File: config.mk
export PLATFORM = sky130hd
export DESIGN_NAME = dpi_stream_sequencer
export DESIGN_NICKNAME = d
export VERILOG_FILES = /design/src/rtl/dpi_stream_sequencer.sv
export SDC_FILE = /design/constraint.sdc
export NUM_CORES = 2
export LEC_CHECK = 0
export ABC_AREA = 1
export BUFFER_PORTS_ARGS = -buffer_cell sky130_fd_sc_hd__buf_2
export CORE_AREA = 2 2 381 572
export DETAILED_ROUTE_END_ITERATION = 10
export DIE_AREA = 0 0 383 574
export PLACE_DENSITY = 0.7
export SLEW_MARGIN = 20
export SYNTH_ARGS = -nofsm -noshare
export SYNTH_HDL_FRONTEND = slang
export SYNTH_SLANG_ARGS = --single-unit
File: constraint.sdc
create_clock -name clk -period 4.8 [get_ports clk]
set_input_delay 0.48 -clock clk [delete_from_list [all_inputs] [get_ports clk]]
set_output_delay 0.48 -clock clk [all_outputs]
set_load 0.02 [all_outputs]
File: src/rtl/dpi_stream_sequencer.sv
// Flow-keyed byte-stream sequencer driving the DPI regex-bank control bus.
// Maps flow keys to stream ids through a direct-mapped table and paces load/stream/eop.
module dpi_stream_sequencer #(
    parameter int NUM_REGEX = 16,
    parameter int LOAD_GAP  = 3,
    parameter int DRAIN_GAP = 4
) (
    input  logic                 clk,
    input  logic                 rst_n,
    input  logic                 in_valid,
    output logic                 in_ready,
    input  logic [7:0]           in_data,
    input  logic                 in_sop,
    input  logic                 in_eop,
    input  logic [31:0]          in_key,
    input  logic                 cfg_we,
    input  logic [5:0]           cfg_addr,
    input  logic [NUM_REGEX-1:0] cfg_data,
    output logic                 load_state,
    output logic [5:0]           stream_id,
    output logic                 new_stream_id,
    output logic [7:0]           char_in,
    output logic                 char_in_vld,
    output logic                 eop,
    output logic [NUM_REGEX-1:0] enable,
    output logic [15:0]          pkt_count,
    output logic                 proto_err
);

    typedef enum logic [2:0] {
        S_IDLE,
        S_LOOKUP,
        S_LOAD,
        S_GAP,
        S_STREAM,
        S_DRAIN,
        S_EOP
    } state_t;

    // The LOAD cycle counts toward the load gap, so GAP itself lasts LOAD_GAP-1.
    localparam logic [7:0] GAP_LAST   = 8'(LOAD_GAP - 2);
    localparam logic [7:0] DRAIN_LAST = 8'(DRAIN_GAP);

    state_t state, state_nx;

    logic [31:0]          key_q;
    logic                 hit_q;
    logic                 first_q;
    logic [7:0]           cnt_q;
    logic [63:0]          flow_valid;
    logic [25:0]          flow_tag [64];
    logic [NUM_REGEX-1:0] mask_tbl [64];

    logic [5:0]  idx;
    logic [25:0] key_tag;
    logic        beat_acc;

    assign idx      = key_q[5:0];
    assign key_tag  = key_q[31:6];
    assign beat_acc = (state == S_STREAM) && in_valid;

    always_comb begin
        state_nx  = state;
        in_ready  = 1'b0;
        proto_err = 1'b0;
        unique case (state)
            S_IDLE: begin
                if (in_valid) begin
                    if (in_sop) begin
                        state_nx = S_LOOKUP;
                    end else begin
                        in_ready  = 1'b1;
                        proto_err = 1'b1;
                    end
                end
            end
            S_LOOKUP: state_nx = S_LOAD;
            S_LOAD:   state_nx = S_GAP;
            S_GAP: begin
                if (cnt_q == GAP_LAST)
                    state_nx = S_STREAM;
            end
            S_STREAM: begin
                in_ready = 1'b1;
                if (in_valid) begin
                    if (in_sop && !first_q)
                        proto_err = 1'b1;
                    if (in_eop)
                        state_nx = S_DRAIN;
                end
            end
            S_DRAIN: begin
                if (cnt_q == DRAIN_LAST)
                    state_nx = S_EOP;
            end
            S_EOP:   state_nx = S_IDLE;
            default: state_nx = S_IDLE;
        endcase
    end

    always_ff @(posedge clk) begin
        if (!rst_n) begin
            state       <= S_IDLE;
            key_q       <= '0;
            hit_q       <= 1'b0;
            first_q     <= 1'b0;
            cnt_q       <= '0;
            char_in     <= '0;
            char_in_vld <= 1'b0;
            pkt_count   <= '0;
            flow_valid  <= '0;
        end else begin
            state <= state_nx;
            cnt_q <= (state_nx != state) ? 8'd0 : cnt_q + 8'd1;
            if (state == S_IDLE && in_valid && in_sop)
                key_q <= in_key;
            if (state == S_LOOKUP)
                hit_q <= flow_valid[idx] && (flow_tag[idx] == key_tag);
            if (state == S_LOAD)
                first_q <= 1'b1;
            else if (beat_acc)
                first_q <= 1'b0;
            if (state == S_LOAD && !hit_q)
                flow_valid[idx] <= 1'b1;
            char_in_vld <= beat_acc;
            if (beat_acc)
                char_in <= in_data;
            if (state == S_EOP)
                pkt_count <= pkt_count + 16'd1;
        end
    end

    // Tags are qualified by flow_valid, so they need no reset.
    always_ff @(posedge clk) begin
        if (state == S_LOAD && !hit_q)
            flow_tag[idx] <= key_tag;
    end

    always_ff @(posedge clk) begin
        if (!rst_n) begin
            for (int i = 0; i < 64; i++)
                mask_tbl[i] <= '0;
        end else if (cfg_we) begin
            mask_tbl[cfg_addr] <= cfg_data;
        end
    end

    assign load_state    = (state == S_LOAD);
    assign new_stream_id = load_state && !hit_q;
    assign stream_id     = idx;
    assign eop           = (state == S_EOP);
    assign enable        = eop ? mask_tbl[idx] : '0;

endmodule
==> impl_metrics.env <==
export IMPL_outcome="completed"
export IMPL_design_area_mm2=0.130
export IMPL_ant_nets=0
export IMPL_syn_num_nets=10700
export IMPL_synthCells=10600
export IMPL_synthDistinctLibCells=42
export IMPL_chipWidth_um=383
export IMPL_critPathArrivalTime_ns=4.24
export IMPL_path_class="reg2out"
export IMPL_root_buffer="clkbuf_16"
export IMPL_yosys_warnings=0
export IMPL_grt_start_max_net_pins=164
export IMPL_drtIter0Drc=10700
export IMPL_boundaryPins=120
export IMPL_yosysTopAreaCellShare_pct=68.5
export IMPL_start_util_pct=54.8
export IMPL_core_mm2=0.215
export IMPL_rsz0062_at_grt="no"
export IMPL_place_gp_congestion=0.947
export IMPL_die_y_um=574
export IMPL_synth_area_mm2=0.118
export IMPL_syn_area_per_cell_um2=11.1
export IMPL_grt_pass1_vias=81300
export IMPL_worst_pin_slew_ns=1.17
export IMPL_wl_met2_mm=167
export IMPL_placed_cell_area_mm2=0.121
export IMPL_fmax_mhz=212
export IMPL_area_growth_pct=10.0
export IMPL_cts_path_max_buffers=4
export IMPL_final_common_cell="edfxtp_1"
export IMPL_ys_seq_area_share_pct=70.9
export IMPL_post_place_cells=13000
export IMPL_dr_pass1_iters=8
export IMPL_grt_overflow=0
export IMPL_rows=209
export IMPL_drc=0
export IMPL_layout_min_cycle_time_ns=4.72
export IMPL_timing_final_crit_share_pct=98.3
export IMPL_wl_per_cell_um=25.8
export IMPL_yosys_most_used_dff="edfxtp_1"
export IMPL_hp_class="in2reg"
export IMPL_port_buffers=119
export IMPL_cp_end_kind="output port"
export IMPL_synth_area_leaders="edfxtp_1 (68%), nand3_1 (6.9%), nand2_1 (6.7%), nor2_1 (6.1%), o21ai_0 (2.7%)"
export IMPL_crit_fanout=38
export IMPL_hold_ws_ns=0.0269
export IMPL_setup_tns_final_ns=0
export IMPL_grt_pass1_wl_mm=512
export IMPL_p_leak_nw=46.2
export IMPL_clkTransAtPathRegs_ns=0.07
export IMPL_hold_violations=0
export IMPL_yosys_area_top_type="edfxtp_1"
export IMPL_final_nets=10600
export IMPL_synth_async_reset_ratio_pct=0
export IMPL_maxSlewHeadroom_pct=21.7
export IMPL_met1_length_mm=121
export IMPL_finalWirelength_mm=350
export IMPL_vias=84400
export IMPL_ir_drop_uv=329
export IMPL_final_cells=13500
export IMPL_crit_required_ns=4.32
export IMPL_highest_layer="met5"
export IMPL_dieArea_mm2=0.220
export IMPL_drive_gt1_share_pct=8.94
export IMPL_setup_violations=0
export IMPL_clk_latency_ns=0.95
export IMPL_grt_usage_pct=31.1
export IMPL_final_cell_mix="edfxtp_1 (2,688), nand2_1 (2,094), nor2_1 (1,848), nand3_1 (1,631), o21ai_0 (630)"
export IMPL_wl_met3_mm=36.6
export IMPL_cp_start_kind="flip-flop"
export IMPL_synth_edf_count=2688
export IMPL_htree_levels=4
export IMPL_cts_made_buffers=249
export IMPL_antenna_found_initial=7
export IMPL_fin_skew_ns=0.100
export IMPL_p_per_area_mw_per_mm2=407
export IMPL_cts_sinks=2828
export IMPL_cts_tree="done"
export IMPL_synth_seq_cells=2828
export IMPL_place_hpwl_mm=200
export IMPL_slew_viol_final=0
export IMPL_via_per_inst=6.23
export IMPL_maxCapViolations=0
==> state kept, by name (all words and copies together) (netlist names), named ones only <==
| signal | cells |
|---|---|
| key_q | 32 |
| char_in | 8 |
| pkt_count | 16 |
| char_in_vld | 1 |
| cnt_q | 8 |
| mask_tbl | 1024 |
| first_q | 1 |
| flow_tag | 1664 |
| flow_valid | 64 |
| state | 3 |
| hit_q | 1 |
==> power breakdown <==
group	switching, mW	internal, mW
Sequential	0.311	27.6
Combinational	4.13	1.31
Clock	8.93	10.5
==> worst max-delay path, stage by stage (launching register included) <==
cell	delay [ns]
dfxtp_4	0.57
buf_4	0.36
buf_4	0.43
o21ai_0	0.16
o22ai_1	0.20
o21ai_0	0.11
o22ai_1	0.45
nand2_1	0.19
a311oi_1	0.58
buf_2	0.27
==> worst paths after layout <==
check                                   from                         end  cells after the start  slack [ns]
setup / recovery                   flip-flop                  enable[14]                      9        0.08
hold / removal                     in_key[1]       key_q[1]$_SDFFE_PN0P_                      3        0.03
setup reg to reg                   flip-flop          hit_q$_SDFFE_PN0P_                     18        0.49
hold reg to reg   pkt_count[15]$_SDFFE_PN0P_  pkt_count[15]$_SDFFE_PN0P_                      1        0.46
==> synthesized netlist by cell type, types with 2 or more instances <==
master	number
clkinv_1	4
edfxtp_1	2688
buf_4	77
o21ai_1	52
o31ai_1	5
nor3b_1	3
buf_6	23
nand2_1	2094
a311oi_1	6
nor3_1	29
o22ai_1	266
a21oi_1	80
inv_1	83
nand3_1	1632
nand4_1	8
ha_1	4
nor4_1	2
o21bai_1	3
o21ai_0	630
nor3_2	8
a31oi_1	7
nor4_2	6
inv_2	22
dfxtp_1	140
o32ai_1	7
nor2_1	1912
a211oi_1	4
nand2_2	49
buf_2	323
xor2_1	3
o221ai_1	32
clkbuf_1	324
a32o_1	2
o211ai_1	5
buf_1	49
==> logic make-up (layout without fill, tap and decap cells) <==
group                    after synthesis  after routing  synth area share [%]
buffers and inverters                908           1010                  3.63
AO/OA/AOI/OAI                       1102           1102                  5.17
AND/OR/NAND/NOR                     5744           5744                  20.3
flip-flops                          2828           2828                  70.9
other                                  0              3                     0
adder cells (fa/ha/maj)                4              4                0.0425
XOR/XNOR                               3              3                0.0223
==> stage by stage <==
step,power [mW],utilization [%],setup slack [ns]
floorplan,31.5,-,1.40
global placement,33.6,56.4,0.518
detailed placement,33.7,56.4,0.501
CTS,52.7,60.2,0.0499
global route,54.1,60.3,0.0885
finish,52.8,60.3,0.0816
==> layer usage <==
| layer | vias to the layer above | global-route usage, % |
|---|---|---|
| met5 | - | 0 |
| met4 | 8 | 19.5 |
| met3 | 1086 | 4.77 |
| met2 | 5397 | 50.5 |
| met1 | 41000 | 39.2 |
| li1 | 36900 | - |
==> what timing repair did <==
action	in CTS	in global routing
hold buffers	35	0
buffers inserted	0	8
resized for setup	1	5
endpoints found under the hold margin	36	0
gates cloned	0	3
endpoints found under the setup margin	1	6
pin swaps	0	0
==> final cells by class <==
| type | instances | area (um^2) |
|---|---|---|
| clock buffers | 312 | 6620 |
| fillers | 17000 | 85500 |
| clock inverters | 139 | 1090 |
| well taps | 2848 | 3560 |
| inverters | 111 | 483 |
| flip-flops and latches | 2828 | 83600 |
| multi-input cells | 6853 | 30600 |
| diodes | 3 | 7.51 |
| repair inverters | 2 | 22.5 |
| repair buffers | 446 | 3750 |
Note: power is estimated with default switching activity, not from simulation.
